### src/rtl/mips_mem_pkg.sv
// Shared definitions for the MEM-stage load/store unit: request opcodes,
// FSM states and the default data_mem word-address width.
package mips_mem_pkg;

   localparam int DM_AW_DEF = 7;

   localparam logic [2:0] OP_LB  = 3'd0;
   localparam logic [2:0] OP_LBU = 3'd1;
   localparam logic [2:0] OP_LH  = 3'd2;
   localparam logic [2:0] OP_LHU = 3'd3;
   localparam logic [2:0] OP_LW  = 3'd4;
   localparam logic [2:0] OP_SB  = 3'd5;
   localparam logic [2:0] OP_SH  = 3'd6;
   localparam logic [2:0] OP_SW  = 3'd7;

   // IDLE accepts requests; RMW_WR writes back a merged sub-word store.
   typedef enum logic {
      IDLE   = 1'b0,
      RMW_WR = 1'b1
   } mau_state_e;

endpackage

### src/rtl/mem_lane_align.sv
// Little-endian lane handling for a 32-bit word: extracts and extends
// byte/halfword load data, and merges sub-word store data into a word.
module mem_lane_align
   import mips_mem_pkg::*;
(
   input  logic [2:0]  op_i,
   input  logic [1:0]  lane_i,
   input  logic [31:0] rdata_i,
   input  logic [15:0] wdata_i,
   output logic [31:0] load_data_o,
   output logic [31:0] merged_o
);

   logic [7:0]  byte_sel;
   logic [15:0] half_sel;

   assign byte_sel = rdata_i[{lane_i, 3'b000} +: 8];
   assign half_sel = rdata_i[{lane_i[1], 4'b0000} +: 16];

   // Load extraction: pick the addressed lane and sign/zero-extend it.
   always_comb begin
      load_data_o = rdata_i;
      case (op_i)
         OP_LB:   load_data_o = {{24{byte_sel[7]}}, byte_sel};
         OP_LBU:  load_data_o = {24'h000000, byte_sel};
         OP_LH:   load_data_o = {{16{half_sel[15]}}, half_sel};
         OP_LHU:  load_data_o = {16'h0000, half_sel};
         default: load_data_o = rdata_i;
      endcase
   end

   // Store merge: overwrite only the addressed lane of the current word.
   always_comb begin
      merged_o = rdata_i;
      if (op_i == OP_SB) begin
         merged_o[{lane_i, 3'b000} +: 8] = wdata_i[7:0];
      end else if (op_i == OP_SH) begin
         merged_o[{lane_i[1], 4'b0000} +: 16] = wdata_i;
      end
   end

endmodule

### src/rtl/mem_access_unit.sv
// MEM-stage load/store unit in front of a word-wide data memory.
// Handshake: a request is taken on any cycle where req_valid=1 and
// req_ready=1; when req_ready=0 the pipeline holds its request stable and
// the unit ignores it. Sub-word stores take a read cycle (accepted) plus a
// write-back cycle (stalled). Load results appear on wb_* one cycle later.
module mem_access_unit
   import mips_mem_pkg::*;
#(
   parameter int DM_AW = DM_AW_DEF,
   parameter int DW    = 32
) (
   input  logic             clk,
   input  logic             rst_n,
   input  logic             req_valid,
   input  logic [2:0]       req_op,
   input  logic [31:0]      req_addr,
   input  logic [DW-1:0]    req_wdata,
   input  logic [4:0]       req_rd,
   output logic             req_ready,
   output logic             wb_valid,
   output logic [4:0]       wb_rd,
   output logic [DW-1:0]    wb_data,
   output logic             exc_misalign,
   output logic [DM_AW-1:0] dm_addr,
   output logic             dm_wr,
   output logic             dm_rd,
   output logic [DW-1:0]    dm_wdata,
   input  logic [DW-1:0]    dm_rdata
);

   mau_state_e       state_q, state_d;
   logic [DM_AW-1:0] rmw_addr_q, rmw_addr_d;
   logic [DW-1:0]    rmw_data_q, rmw_data_d;
   logic             wb_valid_q, wb_valid_d;
   logic [4:0]       wb_rd_q, wb_rd_d;
   logic [DW-1:0]    wb_data_q, wb_data_d;
   logic             exc_q, exc_d;

   logic [DM_AW-1:0] word_addr;
   logic             out_of_range;
   logic             misalign;
   logic             is_load;
   logic [DW-1:0]    load_data;
   logic [DW-1:0]    merged_word;

   assign word_addr    = req_addr[DM_AW+1:2];
   assign out_of_range = |req_addr[31:DM_AW+2];
   assign is_load      = (req_op <= OP_LW);

   // Alignment check depends on the access size encoded in the opcode.
   always_comb begin
      misalign = 1'b0;
      case (req_op)
         OP_LH, OP_LHU, OP_SH: misalign = req_addr[0];
         OP_LW, OP_SW:         misalign = |req_addr[1:0];
         default:              misalign = 1'b0;
      endcase
   end

   mem_lane_align u_lane_align (
      .op_i        (req_op),
      .lane_i      (req_addr[1:0]),
      .rdata_i     (dm_rdata),
      .wdata_i     (req_wdata[15:0]),
      .load_data_o (load_data),
      .merged_o    (merged_word)
   );

   // Next-state and memory-side outputs; everything idles while in reset.
   always_comb begin
      state_d    = state_q;
      rmw_addr_d = rmw_addr_q;
      rmw_data_d = rmw_data_q;
      wb_valid_d = 1'b0;
      wb_rd_d    = wb_rd_q;
      wb_data_d  = wb_data_q;
      exc_d      = 1'b0;
      req_ready  = 1'b1;
      dm_addr    = '0;
      dm_wr      = 1'b0;
      dm_rd      = 1'b0;
      dm_wdata   = '0;
      if (rst_n) begin
         case (state_q)
            IDLE: begin
               if (req_valid) begin
                  if (misalign || out_of_range) begin
                     exc_d = 1'b1;
                  end else if (is_load) begin
                     dm_rd      = 1'b1;
                     dm_addr    = word_addr;
                     wb_valid_d = 1'b1;
                     wb_rd_d    = req_rd;
                     wb_data_d  = load_data;
                  end else if (req_op == OP_SW) begin
                     dm_wr    = 1'b1;
                     dm_addr  = word_addr;
                     dm_wdata = req_wdata;
                  end else begin
                     dm_rd      = 1'b1;
                     dm_addr    = word_addr;
                     rmw_addr_d = word_addr;
                     rmw_data_d = merged_word;
                     state_d    = RMW_WR;
                  end
               end
            end
            RMW_WR: begin
               req_ready = 1'b0;
               dm_wr     = 1'b1;
               dm_addr   = rmw_addr_q;
               dm_wdata  = rmw_data_q;
               state_d   = IDLE;
            end
            default: state_d = IDLE;
         endcase
      end
   end

   // State and result registers; reset abandons any pending write-back.
   always_ff @(posedge clk or negedge rst_n) begin
      if (!rst_n) begin
         state_q    <= IDLE;
         rmw_addr_q <= '0;
         rmw_data_q <= '0;
         wb_valid_q <= 1'b0;
         wb_rd_q    <= '0;
         wb_data_q  <= '0;
         exc_q      <= 1'b0;
      end else begin
         state_q    <= state_d;
         rmw_addr_q <= rmw_addr_d;
         rmw_data_q <= rmw_data_d;
         wb_valid_q <= wb_valid_d;
         wb_rd_q    <= wb_rd_d;
         wb_data_q  <= wb_data_d;
         exc_q      <= exc_d;
      end
   end

   assign wb_valid     = wb_valid_q;
   assign wb_rd        = wb_rd_q;
   assign wb_data      = wb_data_q;
   assign exc_misalign = exc_q;

endmodule

### config.mk
export PLATFORM = sky130hd
export DESIGN_NAME = mem_access_unit
export DESIGN_NICKNAME = d
export VERILOG_FILES = /design/src/rtl/mips_mem_pkg.sv /design/src/rtl/mem_lane_align.sv /design/src/rtl/mem_access_unit.sv
export SDC_FILE = /design/constraint.sdc
export NUM_CORES = 1
export LEC_CHECK = 0
export CORE_UTILIZATION = 49
export DETAILED_ROUTE_END_ITERATION = 12
export PLACE_DENSITY = 0.87
export RECOVER_POWER = 100
export SLEW_MARGIN = 10
export SYNTH_ARGS = -nofsm -noshare
export SYNTH_HDL_FRONTEND = slang
export SYNTH_SLANG_ARGS = --single-unit
### constraint.sdc
create_clock -name clk -period 4.98 [get_ports clk]
set_input_delay 0.498 -clock clk [delete_from_list [all_inputs] [get_ports clk]]
set_output_delay 0.498 -clock clk [all_outputs]
set_load 0.05 [all_outputs]
; ---- Word-level counts from Yosys, hierarchy flattened
; Cells that the tools add are included.
[op_classes]
eq_ne = 7
addsub = 2
shift = 6
mux = 43
reduce_logical = 8
order_cmp = 1
bitwise = 4
[ops]
columns = operator, n
row1 = 32-bit two-way mux, 7
row2 = 32-bit one-hot mux with 4 select lines, 1
row3 = 32-bit bitwise mux, 2
row4 = 32-bit one-hot mux with 2 select lines, 1
row5 = "16-bit by 7-bit variable shift with 32-bit output, first input constant", 1
row6 = "8-bit by 7-bit variable shift with 32-bit output, first input constant", 1
row7 = 16-bit by 7-bit indexed part select with 32-bit output, 1
row8 = 32-bit by 6-bit indexed part select with 16-bit output, 1
row9 = 32-bit by 6-bit indexed part select with 8-bit output, 1
row10 = 8-bit by 7-bit indexed part select with 32-bit output, 1
row11 = 1-bit two-way mux, 25
row12 = 23-bit OR reduction, 1
row13 = 7-bit two-way mux, 3
row14 = 5-bit negation with 7-bit output, 2
row15 = 7-bit one-hot mux with 2 select lines, 1
row16 = "3-bit equality test, second input constant", 4
row17 = "3-bit by 2-bit equality test with 1-bit output, second input constant", 2
row18 = 1-bit one-hot mux with 2 select lines, 3
row19 = 6-bit AND reduction, 1
row20 = 5-bit AND reduction, 1
row21 = 1-bit inverter, 4
row22 = 2-bit OR reduction, 2
row23 = "3-bit by 1-bit equality test with 1-bit output, second input constant", 1
row24 = "3-bit <= comparator, second input constant", 1
row25 = 3 further kinds, 3
[word_totals]
out_inout_bits = 81
elab_cells = 78
reg_bits = 79

; ---- Depth between registers and ports, before layout
[depth]
depth_word = 8
ltp_mapped = 9

; ---- Cells and area by module
; Synthesis repeated with hierarchy kept, for this count alone.
[hier_totals]
hier_cells = 496
hier_area_um2 = 5166.2
[by_module_without_submodules]
columns = mod, area_each_um2, instances, cells_each
row1 = mem_access_unit, 3618.5, 1, 256
row2 = mem_lane_align, 1547.7, 1, 240

; ---- Least setup slack after synthesis
; No wires, ideal clock.
[synth_path]
path_kind = input to output
start = input req_addr[21]
end = output dm_rd
cell_stages = 4
arrival_ps = 3047
required_time_ps = 4482
slack_ps = 1435
path_cell_list = or4_1 a311o_4 or3_2 nor3b_1
[synth_via]
elab_chain_len = 6
[synth_rtl]
columns = element, line_no
row1 = start: declaration, mem_access_unit.sv:16  ; input logic [31:0] req_addr,
row2 = 23-bit OR reduction, mem_access_unit.sv:47  ; assign out_of_range = |req_addr[31:DM_AW+2];
row3 = 1-bit logical OR, mem_access_unit.sv:87  ; if (misalign || out_of_range) begin
row4 = 1-bit two-way mux, mem_access_unit.sv:87
row5 = 1-bit two-way mux, mem_access_unit.sv:86  ; if (req_valid) begin
row6 = 1-bit two-way mux, mem_access_unit.sv:84  ; case (state_q)
row7 = 1-bit two-way mux, mem_access_unit.sv:83  ; if (rst_n) begin
row8 = end: declaration, mem_access_unit.sv:26  ; output logic dm_rd,
; No other way between the ends.

; ---- Final worst setup path
[layout_path]
start = input req_op[0]
end = register rmw_data_q[18]
[layout_via]
elab_chain_len = 6
[layout_rtl]
columns = element, line_no
row1 = start: declaration, mem_access_unit.sv:15  ; input logic [2:0] req_op,
row2 = "3-bit by 2-bit equality test with 1-bit output, or another cell as far along", mem_access_unit.sv:53  ; case (req_op)
row3 = 3-bit OR reduction / 2-bit OR reduction (equally long branches), mem_access_unit.sv:53
row4 = 1-bit one-hot mux with 2 select lines, mem_access_unit.sv:53
row5 = 1-bit logical OR, mem_access_unit.sv:87
row6 = 1-bit inverter (no line), --
row7 = 6-bit AND reduction (no line), --
row8 = end signal: assignment, mem_access_unit.sv:133  ; rmw_data_q <= rmw_data_d;
row9 = end: declaration, mem_access_unit.sv:33  ; logic [DW-1:0] rmw_data_q, rmw_data_d;
; Parallel ways exist; a longest one is shown, timed or not.
; A chain may end at the register's enable or synchronous reset.

==> impl_results.md <==
* DRC viols at 0
* Crit path arrival time at 4.39 ns
* WS Path Type: in -> reg
* Hold buffer count at CTS at 0
* # IOs at 188
* Buffers on Ports at 187
* Most common cell in the synthesized netlist: dfrtp_1
* Mapped Area at 5009 µm²
* Power Total at 0.001385 W
* Final Hold Fails at 0
* Gr ovfl total at 0
* Cell area after layout at 7273 µm²
* Layout fillers at 719
* Worst setup path endpoint: rmw_data_q[18]
* Avg Inst Size Synth at 11.81 µm²
* Hpwl dp at 11.88 mm
* Iter 0 DRT Violations at 399
* WP depth at 6
* Buf/Inv on CP at 2
* ANT nets after route at 0
* RR Endpoint: rmw_data_q[18]
* Setup crit start: req_op[0]
* Period utilization at 83.35%
* Slowest stage cell, crit path: clkbuf_1
* Crit path capture type: register
* Core region area at 9819 µm²
* GPL Wtd Cong at 0.9612
* Tmin final at 4.151 ns
* Total GRT Usage at 31.17%
* Largest net degree at the start of global routing at 83
* Layout cells sized above 1 at 17.17%
* Vias in the first global route at 4550
* Final setup viols at 0
* Leak pwr at 3.344 nW
* Root Buffer: clkbuf_8
* Syn_nets at 536
* First-pass GRT wire length at 24.74 mm
* Hold path start: wb_data[15]
* DIE AREA at 10630 µm²
* Cell Chain, Critical Path: clkdlybuf4s50_1 -> nand2_1 -> a311o_4 -> nor4_1 -> clkbuf_1 -> mux2_2
* Row cnt at 36
* Power per cell area at 190.4 nW/µm²
* Placed Area at 7191 µm²
* Via count at 4593
* Fin nets at 707
* Initial antenna violation count at 0
* Failing checks: capacitance limit, slew limit
* Routed WL at 16.22 mm
* Max VDD drop at 0.1447 mV
* Slew HR at -58.47%
* Mapped Cells at 424
* CTS resizes at 0
* Clock transition at path regs at 0.09 ns
* R2R Path Start: state_q
* Ys async rst share at 100.0%
* Worst-path fanout max at 39
* TritonCTS clock tree: yes
* Synthesis-stage register bit count at 79
* R2r setup slk at 1.29 ns
* RSZ-0062 raised after global routing: no
* EDFF count, synth at 0
* Via density at 6.266
* Synth cell types at 46
* Initial Util at 51.01%
* F_max at 240.9 MHz
* CTS sink cnt at 79
* Seq/Total Area, Yosys at 39.47%
* Status: finished with violations
* Max incr delay on CP at 1.73 ns
* CTS Buf Count at 9
* Worst Clk Skew at 0.007504 ns
* Worst min-delay path class: reg -> reg
* P&R area growth vs syn at 45.22%
* Pins Over Slew Limit at 161
* Skew-Pair Late Insertion Delay at 0.36 ns
* Leading cell types by count after synthesis: 79 x dfrtp_1, 72 x a22o_1, 38 x mux2i_1
* Worst slew pin tran at 2.377 ns
* Die height at 103.1 µm
* H-tree depth at 3
* Post-synth top flop: dfrtp_1
* N_diodes at 0
* Post-synth top area share at 39.47%
* Die width at 103.1 µm
* WL/cell at 22.13 µm
* Synth area leaders: dfrtp_1 39%, a22o_1 13%, mux2i_1 7.6%, mux2_2 7.2%, mux2_4 6.9%
* CP Launch Type: input pin
* WP data required at 5.22 ns
* Setup Fix Bufs, Post-CTS at 0
* Clock buffer depth at 2
* Number of max-cap violations at 3
* Crit-path leading delay family: buffers and inverters
* Sum Neg Setup Slack at 0 ns
* Yosys warns at 0
* Top cell type by total area after synthesis: dfrtp_1
* DR pass1 iterations at 8
* Worst Reg-to-Reg Cells at 5
-- final cells by class --
class / count / area (µm²) / area share, %
Multi-Input combinational cell: 280 / 2596 / 35.70
Timing Repair Buffer: 197 / 2231 / 30.67
Sequential cell: 79 / 1977 / 27.18
Tap cell: 133 / 166.4 / 2.288
Clock buffer: 10 / 137.6 / 1.892
Inverter: 28 / 105.1 / 1.445
Clock inverter: 6 / 60.06 / 0.8257
-- cells by family after synthesis --
family          Yosys count  share of synthesized area (%)
simple gates             57                          8.469
buf+inv                  65                          6.895
fa+ha+maj                 5                          1.249
flops                    79                          39.47
mux                      95                          22.36
compound gates          123                          21.56
-- worst min path at each step --
stage                     slack, ns       endpoint  cells past startpoint
after CTS                      0.48  rmw_data_q[2]                      2
final                          0.49    wb_data[15]                      1
after global placement         0.47  rmw_addr_q[4]                      1
after detailed placement       0.49  rmw_addr_q[4]                      1
after global routing           0.51    wb_data[20]                      1
after floorplan                0.20   exc_misalign                      0
-- routing by layer --
metal	up-vias	GRT usage (%)	part of all wire (%)
met5	-	0	0
met4	0	11.27	2.9
met3	43	5.627	8.4
met2	276	52.05	49
met1	2270	40.67	40
li1	2004	-	-
-- cell usage in the layout, fill, tap and decap left out, types with 4 or more instances in the layout --
cell type / synthesis / routed
o21ai_1: 4 / 4
buf_12: 4 / 32
inv_1: 27 / 27
dlygate4sd3_1: 0 / 43
nor2b_1: 11 / 11
mux2_1: 1 / 24
buf_4: 0 / 13
a32o_1: 7 / 7
a22o_1: 72 / 72
nor4_1: 6 / 7
a221o_1: 10 / 10
clkdlybuf4s50_1: 0 / 104
nand2_1: 6 / 6
dfrtp_1: 79 / 79
ha_1: 5 / 5
a222oi_1: 14 / 14
mux2_2: 32 / 32
mux2i_1: 38 / 38
and3b_1: 7 / 7
clkbuf_8: 0 / 10
o22ai_1: 9 / 9
-- registers in the layout, summed over array words and instances (netlist names) --
register	cells
state_q	1
rmw_addr_q	7
wb_rd	5
wb_valid	1
rmw_data_q	32
exc_misalign	1
wb_data	32
-- per-stage QoR --
step | hold slack [ns] | cells | worst slack, ns | utilization [%]
5_1_grt | 0.5124 | 733 | 0.4950 | 74.07
3_5_place_dp | 0.4850 | 717 | 1.062 | 73.23
4_1_cts | 0.4800 | 733 | 1.056 | 75.24
3_3_place_gp | 0.4702 | 717 | 1.166 | 73.23
2_1_floorplan | 0.2024 | 424 | 1.435 | -
6_report | 0.4882 | 733 | 0.8292 | 74.07
-- report_power, final --
| group | internal (W) | switching (W) |
|---|---|---|
| registers | 0.000641 | 0.0000000698 |
| logic | 0.000129 | 0.000122 |
| clock network | 0.000243 | 0.000249 |
| total | 0.00101 | 0.000372 |
-- worst reg2reg max path: cells and delay by family, from the launching register on --
kind,cells,cell delay [ns]
AOI/OAI and AO/OA,1,0.22
buffers and inverters,1,1.73
DFF,1,0.40
muxes,1,0.49
and+or+nand+nor,2,0.73
(Power assumes the default switching activity.)
